## config.mk

```make
export PLATFORM = sky130hd
export DESIGN_NAME = dual_issue_ctrl
export DESIGN_NICKNAME = d
export VERILOG_FILES = /design/src/rtl/dual_issue_ctrl_pkg.sv /design/src/rtl/dual_issue_ctrl_sat_counter.sv /design/src/rtl/dual_issue_ctrl.sv
export SDC_FILE = /design/constraint.sdc
export NUM_CORES = 1
export LEC_CHECK = 0
export ABC_AREA = 1
export BUFFER_PORTS_ARGS = -buffer_cell sky130_fd_sc_hd__clkbuf_2
export CORE_MARGIN = 4
export CORE_UTILIZATION = 45
export CTS_CLUSTER_SIZE = 10
export DETAILED_ROUTE_END_ITERATION = 10
export PLACE_DENSITY = 0.71
export SYNTH_ARGS = -nofsm -noshare
export SYNTH_HDL_FRONTEND = slang
export SYNTH_HIERARCHICAL = 1
export SYNTH_SLANG_ARGS = --single-unit
```

## constraint.sdc

```tcl
create_clock -name clk -period 3.1 [get_ports clk]
set_clock_uncertainty 0.2 [all_clocks]
set_input_delay 0.155 -clock clk [delete_from_list [all_inputs] [get_ports clk]]
set_output_delay 0.155 -clock clk [all_outputs]
set_load 0.01 [all_outputs]
```

## src/rtl/dual_issue_ctrl_pkg.sv

```systemverilog
// spu_issue_pkg: shared states, pipe encoding and NOP encodings for the issue scheduler.
package spu_issue_pkg;
    typedef enum logic [1:0] {EMPTY, PAIR, SECOND} issue_state_t;
    typedef enum logic {EVEN = 1'b0, ODD = 1'b1} pipe_t;
    localparam logic [31:0] NOP_EVEN = 32'h4020_0000;
    localparam logic [31:0] NOP_ODD  = 32'h0020_0000;
endpackage

```

## src/rtl/dual_issue_ctrl_sat_counter.sv

```systemverilog
// sat_counter: counter that sticks at all-ones instead of wrapping.
module sat_counter #(
    parameter int CNT_W = 16
) (
    input  logic             clk,
    input  logic             reset,
    input  logic             inc,
    output logic [CNT_W-1:0] cnt
);
    always_ff @(posedge clk) begin
        if (reset)
            cnt <= '0;
        else if (inc && cnt != '1)
            cnt <= cnt + 1'b1;
    end
endmodule

```

## src/rtl/dual_issue_ctrl.sv

```systemverilog
// dual_issue_ctrl: buffers one fetched pair and issues it to the even/odd pipes,
// padding with nop/lnop on stalls, same-pipe conflicts and intra-pair dependences.
module dual_issue_ctrl
    import spu_issue_pkg::*;
#(
    parameter int PC_W  = 8,
    parameter int CNT_W = 16
) (
    input  logic             clk,
    input  logic             reset,
    input  logic             fetch_valid,
    output logic             fetch_ready,
    input  logic [31:0]      fetch_instr0,
    input  logic [31:0]      fetch_instr1,
    input  logic [PC_W-1:0]  fetch_pc,
    input  logic             fetch_v1,
    output logic [31:0]      cand_instr0,
    output logic [31:0]      cand_instr1,
    input  logic             cand_odd0,
    input  logic             cand_odd1,
    input  logic             cand_dep,
    input  logic             stall_even_raw,
    input  logic             stall_odd_raw,
    input  logic             branch_taken,
    output logic [31:0]      instr_even,
    output logic [31:0]      instr_odd,
    output logic [PC_W-1:0]  pc,
    output logic             first_odd,
    output logic [CNT_W-1:0] dual_cnt,
    output logic [CNT_W-1:0] stall_cnt
);
    issue_state_t    state, state_nxt;
    logic [PC_W-1:0] buf_pc, pc_nxt;
    logic            buf_v1;
    pipe_t           p0, p1;
    logic            stall0, stall1, iss0, pair1, iss1, all_done, accept;
    logic [31:0]     even_nxt, odd_nxt;
    logic            fo_nxt, stall_inc;

    assign p0     = pipe_t'(cand_odd0);
    assign p1     = pipe_t'(cand_odd1);
    assign stall0 = (p0 == ODD) ? stall_odd_raw : stall_even_raw;
    assign stall1 = (p1 == ODD) ? stall_odd_raw : stall_even_raw;

    always_comb begin
        iss0        = state == PAIR && !stall0 && !branch_taken;
        pair1       = iss0 && buf_v1 && cand_odd1 != cand_odd0 && !cand_dep && !stall1;
        iss1        = pair1 || (state == SECOND && !stall1 && !branch_taken);
        all_done    = iss0 && (pair1 || !buf_v1);
        fetch_ready = !branch_taken && (state == EMPTY || all_done);
        accept      = fetch_valid && fetch_ready;
        stall_inc   = !branch_taken && ((state == PAIR && stall0) || (state == SECOND && stall1));
        state_nxt   = state;
        if (branch_taken)
            state_nxt = EMPTY;
        else if (state == EMPTY || all_done)
            state_nxt = accept ? PAIR : EMPTY;
        else if (iss0)
            state_nxt = SECOND;
        else if (iss1)
            state_nxt = EMPTY;
        even_nxt = NOP_EVEN;
        odd_nxt  = NOP_ODD;
        pc_nxt   = pc;
        fo_nxt   = 1'b0;
        if (iss0 && p0 == ODD) begin
            odd_nxt = cand_instr0;
            pc_nxt  = buf_pc;
            fo_nxt  = 1'b1;
        end else if (iss0) begin
            even_nxt = cand_instr0;
        end
        if (iss1 && p1 == ODD) begin
            odd_nxt = cand_instr1;
            pc_nxt  = buf_pc + PC_W'(1);
        end else if (iss1) begin
            even_nxt = cand_instr1;
        end
    end

    always_ff @(posedge clk) begin
        if (reset) begin
            state       <= EMPTY;
            cand_instr0 <= '0;
            cand_instr1 <= '0;
            buf_pc      <= '0;
            buf_v1      <= 1'b0;
            instr_even  <= NOP_EVEN;
            instr_odd   <= NOP_ODD;
            pc          <= '0;
            first_odd   <= 1'b0;
        end else begin
            state      <= state_nxt;
            instr_even <= even_nxt;
            instr_odd  <= odd_nxt;
            pc         <= pc_nxt;
            first_odd  <= fo_nxt;
            if (accept) begin
                cand_instr0 <= fetch_instr0;
                cand_instr1 <= fetch_instr1;
                buf_pc      <= fetch_pc;
                buf_v1      <= fetch_v1;
            end
        end
    end

    sat_counter #(.CNT_W(CNT_W)) u_dual_cnt (
        .clk(clk), .reset(reset), .inc(pair1), .cnt(dual_cnt)
    );

    sat_counter #(.CNT_W(CNT_W)) u_stall_cnt (
        .clk(clk), .reset(reset), .inc(stall_inc), .cnt(stall_cnt)
    );
endmodule

```

Word-level counts from Yosys, hierarchy flattened
Index checks and enable logic that the tools add are counted.
{"block": "word_totals", "wordCells": 65, "output_inout_bits": 170, "register_bits": 180}
{"block": "classes", "muxes": 15, "add_sub_neg": 3, "n_reduce_logical": 31, "eq_ne": 5}
{"cell": "$mux 32", "count": 6}
{"cell": "$add 16x1->16 const B", "count": 2}
{"cell": "$ne 16x16->1 const B", "count": 2}
{"cell": "$logic_and 1x1->1", "count": 18}
{"cell": "$mux 8", "count": 2}
{"cell": "$add 8x1->8 const B", "count": 1}
{"cell": "$mux 2", "count": 3}
{"cell": "$logic_not 1->1", "count": 5}
{"cell": "$logic_or 1x1->1", "count": 4}
{"cell": "$mux 1", "count": 4}
{"cell": "$reduce_bool 3->1", "count": 1}
{"cell": "$eq 2x1->1 const B", "count": 1}
{"cell": "$eq 2x2->1 const B", "count": 1}
{"cell": "$logic_not 2->1", "count": 1}
{"cell": "$reduce_bool 2->1", "count": 1}
{"cell": "$reduce_or 2->1", "count": 1}
{"cell": "$ne 1x1->1", "count": 1}

Longest topological paths before layout
{"block": "depth", "depth_word": 15, "depth_mapped": 14, "depth_no_buf": 13}

By module
The synthesis kept the hierarchy.
{"module": "dual_issue_ctrl", "seq_area_each_um2": 2962.8, "cells_each": 1040, "instances": 1, "area_per_inst_um2": 6904.1}
{"module": "sat_counter", "seq_area_each_um2": 320.3, "cells_each": 149, "instances": 2, "area_per_inst_um2": 929.6}

Worst setup path before layout
No wires, ideal clock.
{"block": "synth_path", "kind": "register to register", "from": "register state[1]", "to": "register u_dual_cnt.cnt[13]", "stages_incl_launch_ff": 13, "slack_ps": 1202, "required_ps": 2785, "setup_time_ps": 115, "path_buffers": 1, "arrival_time_ps": 1583, "period_less_slack_ps": 1898, "cell_sequence": "dfxtp_1 > inv_1 > nand3_1 > nor2_4 > nand2_2 > inv_1 > buf_2 > nand3_1 > or2_0 > nor2_1 > nand3_1 > nand2_1 > nor2_1"}
{"block": "synth_via", "elab_chain_len": 8}
{"item": "start: declaration", "line_no": "dual_issue_ctrl.sv:32", "text": "issue_state_t state, state_nxt;"}
{"item": "start signal: assignment", "line_no": "dual_issue_ctrl.sv:93", "text": "state <= state_nxt;"}
{"item": "$eq 2x1->1", "line_no": "dual_issue_ctrl.sv:46", "text": "iss0 = state == PAIR && !stall0 && !branch_taken;"}
{"item": "$logic_and 1x1->1 (2 in series)", "line_no": "dual_issue_ctrl.sv:46"}
{"item": "$logic_and 1x1->1 (4 in series)", "line_no": "dual_issue_ctrl.sv:47", "text": "pair1 = iss0 && buf_v1 && cand_odd1 != cand_odd0 && !cand_dep && !stall1;"}
{"item": "net pair1", "line_no": "dual_issue_ctrl.sv:36", "text": "logic stall0, stall1, iss0, pair1, iss1, all_done, accept;"}
{"item": "$logic_and 1x1->1", "line_no": "dual_issue_ctrl_sat_counter.sv:13", "text": "else if (inc && cnt != '1)"}
{"item": "end signal: assignment", "line_no": "dual_issue_ctrl_sat_counter.sv:14", "text": "cnt <= cnt + 1'b1;"}
{"item": "end: declaration", "line_no": "dual_issue_ctrl_sat_counter.sv:8", "text": "output logic [CNT_W-1:0] cnt"}
The timed path passes the listed nets, and every way through them passes these cells.
A chain may end at the register's enable or synchronous reset.

Final worst setup path
{"block": "layout_path", "from": "input cand_odd0", "to": "register cand_instr0[19]"}
{"block": "layout_via", "elab_chain_len": 13, "word_cells_on_any_way": 14}
{"item": "start: declaration", "line_no": "dual_issue_ctrl.sv:19", "text": "input logic cand_odd0,"}
{"item": "$mux 1", "line_no": "dual_issue_ctrl.sv:42", "text": "assign stall0 = (p0 == ODD) ? stall_odd_raw : stall_even_raw;"}
{"item": "$logic_not 1->1", "line_no": "dual_issue_ctrl.sv:46"}
{"item": "$logic_and 1x1->1 (2 in series)", "line_no": "dual_issue_ctrl.sv:46"}
{"item": "$logic_and 1x1->1 (4 in series)", "line_no": "dual_issue_ctrl.sv:47"}
{"item": "$logic_or 1x1->1", "line_no": "dual_issue_ctrl.sv:49", "text": "all_done = iss0 && (pair1 || !buf_v1);"}
{"item": "$logic_and 1x1->1 (*)", "line_no": "dual_issue_ctrl.sv:49"}
{"item": "$logic_or 1x1->1 (*)", "line_no": "dual_issue_ctrl.sv:50", "text": "fetch_ready = !branch_taken && (state == EMPTY || all_done);"}
{"item": "$logic_and 1x1->1 (*)", "line_no": "dual_issue_ctrl.sv:50"}
{"item": "$logic_and 1x1->1 (*)", "line_no": "dual_issue_ctrl.sv:51", "text": "accept = fetch_valid && fetch_ready;"}
{"item": "end signal: assignment", "line_no": "dual_issue_ctrl.sv:99", "text": "cand_instr0 <= fetch_instr0;"}
{"item": "end: declaration", "line_no": "dual_issue_ctrl.sv:17", "text": "output logic [31:0] cand_instr0,"}
Mark *: on every way between the ends. The rest lies on a longest branch, timed or not.

==> qor.yml <==
pwr:
  p_leak_nw: 5.89
  powerDensity_nw_per_um2: 479
  vdd_ir_drop_max_mv: 0.331
timing:
  hold_violations: 0
  finalSetupTns_ns: 0
  maxSlewHeadroom_pct: 42.7
  min_period_ns: 2.64
  period_share_pct: 85.3
  tightestPinTransition_ns: 0.859
  worst_slack_ns: 0.456
  rsz0062_at_grt: "false"
  finalSetupViolations: 0
  timing_max_transition_violations_final: 0
  fmax_ghz: 0.378
layout:
  drive_gt1_share_pct: 21.0
  final_nets: 1708
  design_area_um2: 11600
  syn2layout_area_growth_pct: 32.0
  antenna_cells: 0
  final_core_util_pct: 61.0
floorplanning:
  die_w_um: 148
  start_util_pct: 46.2
  die_area_um2: 21800
  dieHeight_um: 148
  rows: 50
  io_pins: 252
  coreArea_um2: 19000
logic_synthesis:
  synth_top_family_by_area: "simple AND/OR/NAND/NOR gates"
  synth_cells: 1338
  synthesis.area_um2: 8760
  synthAdderAreaFrac_pct: 0.428
  synth-xor-area-share_pct: 0.400
  yosysSeqAreaShare_pct: 41.1
  synth_fp_nets: 1423
  synthSimpleGateAreaFrac_pct: 35.8
  synth-seq-cells: 180
  yosys_warnings: 6
  syn_avg_cell_area_um2: 6.55
  synth-compound-area-share_pct: 7.12
  netlist-cell-type-count: 32
  synth.area.mux_share_pct: 0
critical_path:
  cp_max_fo: 40
  r2r_cells: 10
  cp-startpoint: "cand_odd0"
  worstSetupEndpointType: "flop"
  critPathArrivalTime_ns: 2.76
  cp-start-kind: "input port"
  rr_endpoint: "cand_instr1[23]$_SDFFE_PP0P_"
  crit_type: "input port to flop"
  r2r_slack_ns: 0.56
  cp.required_ns: 3.22
  reg2reg_from: "state[0]$_SDFFE_PP0P_"
grt:
  antenna_found_initial: 1
  grt_max_degree: 76
  grt_use_total_pct: 24.4
  grt_first_pass_wirelength_mm: 44.0
  gr-total-overflow: 0
  grt_pass1_vias: 8723
clock_tree:
  cts_tree: "done"
  post_cts_resized: 0
  cts_buffer_depth: 2
  clock-sinks: 180
  clk_latency_ns: 0.42
  clkSlewWorstSetupHoldPaths_ns: 0.07
  cts-root-buf: "clkbuf_16"
  cts_made_buffers: 17
  cts_max_level: 4
  postCtsSetupBuffers: 0
placed_design:
  gp_congestion: 0.900
  port_buffers: 251
  placed_area_um2: 10200
  hpwlAfterDp_mm: 18.2
  dp_slack_ns: 0.567
detailed_routing:
  drc_errors: 0
  viasPerCell: 4.95
  avgRoutedWirePerCell_um: 14.3
  vias: 9380
  drtAntennaViolNets: 0
  first_pass_iters: 5
  wirelength_mm: 27.1
  drt_iter0_drc: 703
min_path:
  hp-start: "stall_even_raw"
  min_delay_path_depth: 5
  min_to: "state[0]$_SDFFE_PP0P_"
  hold_path.class: "input port to flop"
flow_run:
  maxCapViolations: 0
status:
  outcome: "finished, final reports clean"
-- kinds of logic (layout without fill, tap and decap cells) --
kind of cell / count (synthesis) / in the layout
xor+xnor: 4 / 4
buf+inv: 329 / 627
fa+ha+maj: 3 / 3
compound gates: 122 / 122
flops: 180 / 180
simple gates: 700 / 700
-- final cells by class --
type,instances,area (um^2)
fill,1738,7390
multi-input combinational,829,3850
sequential,180,3600
timing repair buffer,342,2160
inverter,253,951
clock buffer,18,429
tap,260,325
clock inverter,14,246
-- routing by layer --
metal  up-vias  wire length, um  GRT usage (%)  share of wire (%)
met5         -               13              0              0.048
met4         2              594           7.64                2.2
met3        52             2050           5.21                7.5
met2       371            13000           41.3                 48
met1      4256            11500           31.2                 42
li1       4699                -              -                  -
-- cell usage after synthesis --
master / instances / area (um^2)
clkbuf_1: 35 / 131
inv_1: 248 / 931
ha_1: 3 / 37.5
buf_1: 9 / 33.8
nand4_1: 80 / 500
nor3_1: 4 / 20.0
inv_2: 4 / 15.0
nor2_4: 5 / 56.3
buf_6: 6 / 67.6
clkinv_1: 1 / 3.75
o21ai_2: 1 / 8.76
nand2_2: 9 / 56.3
buf_4: 5 / 37.5
nand3b_1: 6 / 45.0
nor2_2: 20 / 125
a31oi_1: 1 / 6.26
nand2_1: 309 / 1160
a21oi_1: 79 / 395
or2_0: 2 / 12.5
clkbuf_2: 2 / 10.0
nand3_2: 1 / 10.0
nand3_1: 97 / 485
nor2_8: 2 / 40.0
nor2_1: 164 / 616
buf_2: 17 / 85.1
xor2_1: 4 / 35.0
o22ai_1: 1 / 6.26
o21ai_0: 37 / 185
dfxtp_1: 180 / 3600
clkbuf_4: 2 / 15.0
and2_1: 1 / 6.26
o211ai_1: 3 / 22.5
-- power breakdown --
group / switching, mW / internal, mW / leakage [nW] / total [mW]
combinational: 0.362 / 0.256 / 4.11 / 0.618
sequential: 0.0763 / 2.38 / 1.46 / 2.46
clock: 0.938 / 1.53 / 0.324 / 2.47
-- worst max-delay path by stage --
stage                                      end  slack, ns
2_1_floorplan  u_dual_cnt/cnt[13]$_SDFFE_PP0P_       1.20
3_3_place_gp                pc[5]$_SDFFE_PP0P_       0.62
3_5_place_dp                pc[5]$_SDFFE_PP0P_       0.57
4_1_cts           cand_instr0[27]$_SDFFE_PP0P_       0.48
5_1_grt                     pc[4]$_SDFFE_PP0P_       0.31
6_report          cand_instr0[19]$_SDFFE_PP0P_       0.46
-- critical path: stages --
cell	delay [ns]
dlygate4sd3_1	0.55
clkbuf_2	0.16
o21ai_2	0.26
nor2_4	0.06
buf_4	0.23
nand2_1	0.15
nand3_4	0.37
nand3_4	0.17
buf_4	0.41
nand2_1	0.10
inv_1	0.08
nor2_1	0.04
-- state kept, by name, summed over array words and instances, names as in the netlist --
| name | count |
|---|---|
| buf_pc | 8 |
| state | 2 |
| cand_instr0 | 32 |
| pc | 8 |
| instr_even | 32 |
| cand_instr1 | 32 |
| u_stall_cnt/cnt | 16 |
| u_dual_cnt/cnt | 16 |
| instr_odd | 32 |
| buf_v1 | 1 |
| first_odd | 1 |
-- layout by cell type (no fill, tap or decap), drive strengths merged, types with 3 or more instances in the layout --
master       instances
dfxtp              180
bufinv               6
ha                   3
inv                257
nand3               98
o21ai               38
nand2              318
nor2               191
xor2                 4
a21oi               79
dlygate4sd3         74
nand4               80
clkbuf             269
nand3b               6
nor3                 4
o211ai               3
buf                 17
-- what timing repair did --
| action | in CTS | in global routing |
|---|---|---|
| endpoints found under the setup margin | 0 | 0 |
| hold buffers | 74 | 0 |
| hold endpoints to repair | 74 | 0 |
-- per-stage QoR --
stage          std cells  total power [mW]  hold WS, ns
4_1_cts             1896              5.60       0.0454
6_report            1896              5.54       0.0695
2_1_floorplan       1338              2.84        0.154
5_1_grt             1896              5.77        0.114
3_5_place_dp        1790              3.05        0.279
3_3_place_gp        1790              3.04        0.270
No activity file was read; power rests on OpenSTA's default activity.
